$ cat src/rtl/ifb_pkg.sv
// Shared types and defaults for the instruction-fetch buffer.
package ifb_pkg;

   localparam int IFB_DEPTH = 4;
   localparam int IFB_XLEN  = 32;

   // Canonical NOP (addi x0, x0, 0); decode inserts it on a trap or bubble.
   localparam logic [31:0] IFB_NOP = 32'h0000_0013;

   typedef struct packed {
      logic [IFB_XLEN-1:0] pc;
      logic [IFB_XLEN-1:0] instr;
      logic                exc;
   } ifb_entry_t;

endpackage

$ cat src/rtl/ifb_fifo.sv
// Synchronous FIFO of packed fetch entries with single-cycle clear and a
// combinationally readable head entry.
module ifb_fifo
   import ifb_pkg::*;
#(
   parameter int DEPTH = IFB_DEPTH,
   parameter int W     = $bits(ifb_entry_t)
) (
   input  logic                       clk,
   input  logic                       rst,
   input  logic                       clear,
   input  logic                       push,
   input  logic [W-1:0]               push_data,
   input  logic                       pop,
   output logic [W-1:0]               head,
   output logic [$clog2(DEPTH):0]     count
);

   localparam int AW = $clog2(DEPTH);

   logic [W-1:0]  mem [DEPTH];
   logic [AW-1:0] wr_ptr_reg;
   logic [AW-1:0] rd_ptr_reg;
   logic [AW:0]   count_reg;

   always_ff @(posedge clk or posedge rst) begin
      if (rst) begin
         wr_ptr_reg <= '0;
         rd_ptr_reg <= '0;
         count_reg  <= '0;
      end else if (clear) begin
         wr_ptr_reg <= '0;
         rd_ptr_reg <= '0;
         count_reg  <= '0;
      end else begin
         if (push) wr_ptr_reg <= wr_ptr_reg + 1'b1;
         if (pop)  rd_ptr_reg <= rd_ptr_reg + 1'b1;
         case ({push, pop})
            2'b10:   count_reg <= count_reg + 1'b1;
            2'b01:   count_reg <= count_reg - 1'b1;
            default: count_reg <= count_reg;
         endcase
      end
   end

   // Storage carries no reset so it can map onto distributed RAM.
   always_ff @(posedge clk) begin
      if (push && !clear) mem[wr_ptr_reg] <= push_data;
   end

   assign head  = mem[rd_ptr_reg];
   assign count = count_reg;

endmodule

$ cat src/rtl/ifetch_buffer.sv
// Instruction-fetch buffer: one in-flight memory read slot feeding a small FIFO.
// Optional IFB_MISALIGN_TRAP_EN flags misaligned PCs and suppresses their read.
module ifetch_buffer
   import ifb_pkg::*;
#(
   parameter int DEPTH = IFB_DEPTH,
   parameter int XLEN  = IFB_XLEN
) (
   input  logic            clk,
   input  logic            rst,
   input  logic            pc_valid_i,
   output logic            pc_ready_o,
   input  logic [XLEN-1:0] pc_i,
   output logic            imem_en_o,
   output logic [XLEN-1:0] imem_addr_o,
   input  logic [XLEN-1:0] imem_rdata_i,
   output logic            valid_o,
   input  logic            ready_i,
   output logic [XLEN-1:0] pc_o,
   output logic [XLEN-1:0] instr_o,
   output logic            exc_o,
   input  logic            branch_taken_i
);

   localparam int          AW      = $clog2(DEPTH);
   localparam int          EW      = 2 * XLEN + 1;
   localparam logic [AW:0] DEPTH_C = (AW + 1)'(DEPTH);

   logic            accept;
   logic            pop;
   logic            push;
   logic [AW:0]     count;
   logic [AW:0]     occupancy;
   logic [EW-1:0]   entry_in;
   logic [EW-1:0]   head;
   logic            inflight_reg;
   logic [XLEN-1:0] inflight_pc_reg;
   logic [XLEN-1:0] fetch_instr;
   logic            fetch_exc;

   // Reserving a slot for the in-flight read guarantees its response always fits.
   assign occupancy   = count + {{AW{1'b0}}, inflight_reg};
   assign pc_ready_o  = ~branch_taken_i & (occupancy < DEPTH_C);
   assign accept      = pc_valid_i & pc_ready_o;
   assign imem_addr_o = {pc_i[XLEN-1:2], 2'b00};

   assign valid_o = (count != '0) & ~branch_taken_i;
   assign pop     = valid_o & ready_i;
   assign push    = inflight_reg & ~branch_taken_i;

`ifdef IFB_MISALIGN_TRAP_EN
   logic inflight_exc_reg;

   assign imem_en_o   = accept & (pc_i[1:0] == 2'b00);
   assign fetch_exc   = inflight_exc_reg;
   assign fetch_instr = inflight_exc_reg ? '0 : imem_rdata_i;

   always_ff @(posedge clk or posedge rst) begin
      if (rst)         inflight_exc_reg <= 1'b0;
      else if (accept) inflight_exc_reg <= (pc_i[1:0] != 2'b00);
   end
`else
   assign imem_en_o   = accept;
   assign fetch_exc   = 1'b0;
   assign fetch_instr = imem_rdata_i;
`endif

   always_ff @(posedge clk or posedge rst) begin
      if (rst) begin
         inflight_reg    <= 1'b0;
         inflight_pc_reg <= '0;
      end else begin
         inflight_reg <= accept & ~branch_taken_i;
         if (accept) inflight_pc_reg <= pc_i;
      end
   end

   assign entry_in = {inflight_pc_reg, fetch_instr, fetch_exc};

   ifb_fifo #(
      .DEPTH (DEPTH),
      .W     (EW)
   ) u_fifo (
      .clk       (clk),
      .rst       (rst),
      .clear     (branch_taken_i),
      .push      (push),
      .push_data (entry_in),
      .pop       (pop),
      .head      (head),
      .count     (count)
   );

   assign pc_o    = head[EW-1 -: XLEN];
   assign instr_o = head[XLEN:1];
   assign exc_o   = head[0];

endmodule
$ cat config.mk
export PLATFORM = sky130hd
export DESIGN_NAME = ifetch_buffer
export DESIGN_NICKNAME = d
export VERILOG_FILES = /design/src/rtl/ifb_pkg.sv /design/src/rtl/ifb_fifo.sv /design/src/rtl/ifetch_buffer.sv
export SDC_FILE = /design/constraint.sdc
export NUM_CORES = 1
export LEC_CHECK = 0
export ABC_AREA = 1
export ABC_CLOCK_PERIOD_IN_PS = 3870
export CORE_ASPECT_RATIO = 0.7
export CORE_MARGIN = 4
export CORE_UTILIZATION = 40
export CTS_CLUSTER_DIAMETER = 120
export DETAILED_ROUTE_END_ITERATION = 12
export SLEW_MARGIN = 10
export SYNTH_ARGS = -nofsm -noshare
export SYNTH_HDL_FRONTEND = slang
export SYNTH_SLANG_ARGS = --single-unit
export TNS_END_PERCENT = 10
$ cat constraint.sdc
create_clock -name clk -period 3.87 [get_ports clk]
set_input_delay 0.5805 -clock clk [delete_from_list [all_inputs] [get_ports clk]]
set_output_delay 0.5805 -clock clk [all_outputs]
set_load 0.005 [all_outputs]
==> reports/results.ini, run 1 <==
[floorplanning]
core_mm2=0.0280
die_w_um=210
io-pin-count=169
die-area_mm2=0.0314
start_util_pct=40.8
num_rows=51
fp.dieH_um=149

[route]
vias_per_cell=5.00
wl_per_cell_um=18.2
initialDrtViolationCount=406
drc=0
antenna_left=0
num_vias=6917
drt_pass1_iterations=5
wirelength_um=25100

[timing]
period_minus_slack_ps=3360
fin_crit_sh_pct=86.7
hold_viol_final=0
rsz0062_at_grt=false
slew_viol_final=0
tns_ps=0
fmax_ghz=0.298
max_slew_margin_pct=32.5
clock_skew_ps=7.35
tightest_slew_ps=1010
timing.hold.ws_ps=515
setup_viol=0
fin_ws_ps=514

[clock_network]
ctsResizeCount=0
numCtsBuffers=29
clk_pin_slew_ps=70
cts_setup_buffers=0
cts.sinks=296
cts_buffer_depth=3
clk_latency_ps=530
cts_max_level=1
holdBufCountCts=0
cts_tree=done
root_buffer=clkbuf_16

[synthesis]
synth_area_leaders=edfxtp_1, dfrtp_1, o21ai_0
ys_async_sr_fraction_pct=13.5
synth.most_common_cell=edfxtp_1
avgSynthCellArea_um2=13.3
synth-main-ff-cell=edfxtp_1
synth-seq-area-share_pct=76.0
synth-edff-count=256
yosysTopAreaCellShare_pct=67.2
syn_inst=857
yosys_warnings=0
synth_cell_type_count=25
synth_common_cells=edfxtp_1, nor2_1, nand2_1
yosysTopAreaCell=edfxtp_1
syn_area_mm2=0.0114
synth_seq_cells=296

[critical_path]
worstPathRequired_ps=3290
cp-end-kind=primary output
start_kind=flop
cp.arrival_ps=2780
path_class=reg -> out
worstPathMaxFanout=72
r2r_cells=11

[placed_design]
hpwl_um=14300
place_ws_ps=1040
io_buffer_count=165
gp_congestion=0.726

[global_route]
grt_first_pass_wirelength_um=38900
overflow=0
antenna_found_initial=0
first_global_vias=6696
grt_max_degree=73
track_usage_pct=15.6

[pwr]
power_density_mw_per_mm2=646
p_leak_nw=5.03
peakVddDrop_mv=0.307

[finish]
antenna_cells=0
largest_register_ffs=256
final_nets=1065
postLayoutCoreUtil_pct=50.7
drive_gt1_share_pct=7.31
nFillCells=2437
syn2layout_area_growth_pct=24.1

[worst_hold_path]
hold_depth=0
hold_path_class=reg -> reg

[run_status]
run_status=completed

[run]
drv_cap=0

[critical path: stages (launching register included)]
cell             delay [ps]
dfrtp_4                 570
buf_4                   610
o21ai_0                 210
o22ai_1                 260
clkdlybuf4s50_1         540
[cells in the final DEF, fill, tap and decap left out, types with 4 or more instances in the layout]
cell             Yosys  layout
edfxtp_1           256     256
clkdlybuf4s50_1      0     165
nor2_1             135     131
nand2_1            114     114
o21ai_0            102     102
o22ai_1             64      64
dfrtp_1             40      38
o21ai_1             30      30
clkbuf_16            0      29
buf_4               39      13
inv_1               12      11
clkinv_2             0       8
nand3_1              5       5
bufinv_16            0       5
clkinv_1             0       5
inv_2                4       4
nor2_4               0       4
ha_1                 4       4
[final timing paths]
kind	startpoint	endpoint	slack (ps)
min in group asynchronous	rst	inflight_pc_reg[25]	610
max reg2reg	u_fifo.count[0]	u_fifo.count[2]	1920
max	u_fifo.rd_ptr_reg[0]	instr_o[11]	510
max in group asynchronous	rst	u_fifo.rd_ptr_reg[0]	2500
min	inflight_pc_reg[21]	u_fifo.mem[3][53]	510
min reg2reg	inflight_pc_reg[21]	u_fifo.mem[3][53]	510
[power breakdown]
group | switching, mW | internal [mW] | total [mW]
logic | 1.18 | 1.05 | 2.22
clock network | 1.13 | 1.70 | 2.83
registers | 0.238 | 3.88 | 4.11
total | 2.54 | 6.62 | 9.16
[final cells by class]
cell class,count,area (µm²),area share (%)
timing repair buffer,181,1810,12.7
multi-input combinational,466,2190,15.5
sequential,296,8690,61.3
clock buffer,32,737,5.19
inverter,17,68.8,0.485
tap,371,464,3.27
clock inverter,20,225,1.59
[metrics by stage]
stage               area (µm²)  power [mW]  cells
floorplan                11400        5.27    859
global placement         13200        6.42   1331
detailed placement       13200        6.44   1331
CTS                      14200        9.29   1383
global route             14200        9.66   1383
finish                   14200        9.16   1383
[metal layers]
layer / track usage, % / wire [µm]
met1: 23.6 / 12200
met2: 24.0 / 11000
met3: 3.16 / 1520
met4: 2.84 / 359
met5: 0 / 0
[cell families (layout without fill, tap and decap cells)]
kind of cell	after synthesis	in the layout	share of synthesized area, %
flip-flops	296	296	76.0
other	1	3	0.0328
AO/OA/AOI/OAI	200	200	9.53
XOR/XNOR	1	1	0.0766
buffers and inverters	97	250	5.17
AND/OR/NAND/NOR	257	257	8.60
adder cells (fa/ha/maj)	5	5	0.613
No activity file was read; power rests on OpenSTA's default activity.
==> run 2: changes to the inputs <==
--- a/config.mk
+++ b/config.mk
@@ -8,12 +8,12 @@
 export ABC_AREA = 1
 export ABC_CLOCK_PERIOD_IN_PS = 3870
 export CORE_ASPECT_RATIO = 0.7
-export CORE_MARGIN = 4
 export CORE_UTILIZATION = 40
 export CTS_CLUSTER_DIAMETER = 120
 export DETAILED_ROUTE_END_ITERATION = 12
 export SLEW_MARGIN = 10
 export SYNTH_ARGS = -nofsm -noshare
 export SYNTH_HDL_FRONTEND = slang
+export SYNTH_HIERARCHICAL = 1
 export SYNTH_SLANG_ARGS = --single-unit
 export TNS_END_PERCENT = 10
==> run 2 against run 1 <==
Compared with the run above: clock power fell by 7%; clock skew up 6.3 ps; combinational power decreased by 80%; register-to-register slack worse by 190 ps; critical path depth up 1; setup slack got worse by 130 ps.
==> reports/results.ini, run 2 <==
[global_route]
grt_first_pass_wirelength_um=41400
grt_max_degree=90
antenna_found_initial=0
first_global_vias=7041
track_usage_pct=17.2
overflow=0

[clock_network]
ctsResizeCount=0
cts.sinks=300
cts_max_level=1
root_buffer=clkbuf_16
holdBufCountCts=0
clk_latency_ps=550
cts_tree=done
clk_pin_slew_ps=60
cts_buffer_depth=3
numCtsBuffers=29
cts_setup_buffers=0

[timing]
clock_skew_ps=13.7
tns_ps=0
fin_crit_sh_pct=90.0
period_minus_slack_ps=3480
max_slew_margin_pct=60.6
tightest_slew_ps=589
fmax_ghz=0.287
rsz0062_at_grt=false
setup_viol=0
hold_viol_final=0
slew_viol_final=0

[synthesis]
synth-seq-area-share_pct=71.5
yosysTopAreaCellShare_pct=63.3
synth-main-ff-cell=edfxtp_1
synth_cell_type_count=30
synth_common_cells=edfxtp_1, nor2_1, o21ai_0
synth_mux_area_share_pct=0
ys_async_sr_fraction_pct=13.3
yosys_warnings=6
synth-compound-area-share_pct=10.8
synth_seq_cells=300
synth_simple_gate_area_share_pct=10.8
synth-edff-count=260
syn_inst=880
synth_area_leaders=edfxtp_1, dfrtp_1, o21ai_0
yosys.area_share.xor_xnor_pct=0
synth_fa_ha_area_share_pct=0.568
synth.most_common_cell=edfxtp_1
avgSynthCellArea_um2=14.0
yosysTopAreaCell=edfxtp_1
syn_area_mm2=0.0123
synth_top_family_by_area=simple AND/OR/NAND/NOR gates

[worst_hold_path]
hold_path_class=in -> async

[run_status]
run_status=completed

[critical_path]
worstPathMaxFanout=44
r2r_end=u_fifo/mem[3][43]
r2r_slack_ps=1730
max_stage_delay_ps=680
path_delay_family=buffers and inverters
cp_slowest_cell=dfrtp_4
critPathBufInv=3
path_class=reg -> out
path_cells=inv_6, buf_12, o21ai_0, o22ai_2, clkdlybuf4s50_1
r2r_cells=5
timing.rr.start=inflight_reg
worstPathRequired_ps=3290
cp-end-kind=primary output
start_kind=flop
cp.arrival_ps=2900

[floorplanning]
die-area_mm2=0.0315
num_rows=53
start_util_pct=40.9
die_w_um=212
io-pin-count=169
fp.dieH_um=149
core_mm2=0.0302

[finish]
postLayoutCoreUtil_pct=49.6
final_area_mm2=0.0150
layout_common_cells=edfxtp_1, clkdlybuf4s50_1, o21ai_0
syn2layout_area_growth_pct=21.4
largest_register_ffs=260
final_nets=1089
drive_gt1_share_pct=13.8
layout_commonest_cell=edfxtp_1

[route]
antenna_left=0
drt_pass1_iterations=5
wirelength_um=26900
initialDrtViolationCount=518
num_vias=7158
wl_per_cell_um=18.5
drc=0
vias_per_cell=4.94

[placed_design]
hpwl_um=15800
gp_congestion=0.704
placed_area_mm2=0.0141
io_buffer_count=166

[pwr]
p_leak_nw=5.19
peakVddDrop_mv=0.294
p_total_mw=6.78
power_density_mw_per_mm2=453

[run]
drv_cap=0

==> run 2: cell count changes after synthesis, sizes merged, moves of 2 or more <==
cell    previous run  this run
buf               56        63
nand4              2        34
edfxtp           256       260
nor2             135       137
inv               17        23
nand2            115        85
a21oi              2         4
==> run 2: worst max path at each step <==
stage,endpoint,start,slack [ps],cells after the start
final,instr_o[5],u_fifo/rd_ptr_reg[0],390,5
after global routing,pc_o[13],u_fifo/rd_ptr_reg[0],230,5
after CTS,pc_o[13],u_fifo/rd_ptr_reg[0],340,5
after detailed placement,pc_o[13],u_fifo/rd_ptr_reg[0],940,5
after global placement,u_fifo/mem[1][31],branch_taken_i,970,5
after floorplan,u_fifo/mem[0][0],branch_taken_i,-340,3
==> run 2: kinds of logic (layout without fill, tap and decap cells) <==
family | Yosys count | count (layout)
flip-flops | 300 | 300
AO/OA/AOI/OAI | 203 | 203
other | 1 | 7
buffers and inverters | 110 | 261
adder cells (fa/ha/maj) | 5 | 5
AND/OR/NAND/NOR | 261 | 261
==> run 2: per-layer routing <==
metal | global-route usage [%] | wire (µm) | up-vias
met2 | 26.3 | 12000 | 183
li1 | - | - | 3446
met4 | 3.12 | 369 | 0
met1 | 25.9 | 13100 | 3497
met5 | 0 | 0 | -
met3 | 2.80 | 1380 | 32
==> run 2: where the power goes <==
part	internal (mW)	total (mW)	switching [mW]
Sequential	3.62	3.69	0.0724
Combinational	0.224	0.445	0.221
Clock	1.48	2.64	1.15
==> run 2: per-stage QoR <==
step	cells	worst slack [ps]	hold slack [ps]
floorplan	885	-335	384
global placement	1396	970	498
detailed placement	1396	942	499
CTS	1448	336	308
global route	1448	233	346
finish	1449	386	322
==> run 2: area by class of cell <==
class	instances	area (µm²)
inverters	23	91.3
repair buffers	186	1870
fillers	2658	15200
clock buffers	39	783
multi-input cells	475	2790
flip-flops and latches	300	8810
diodes	1	2.50
clock inverters	13	96.3
well taps	412	515
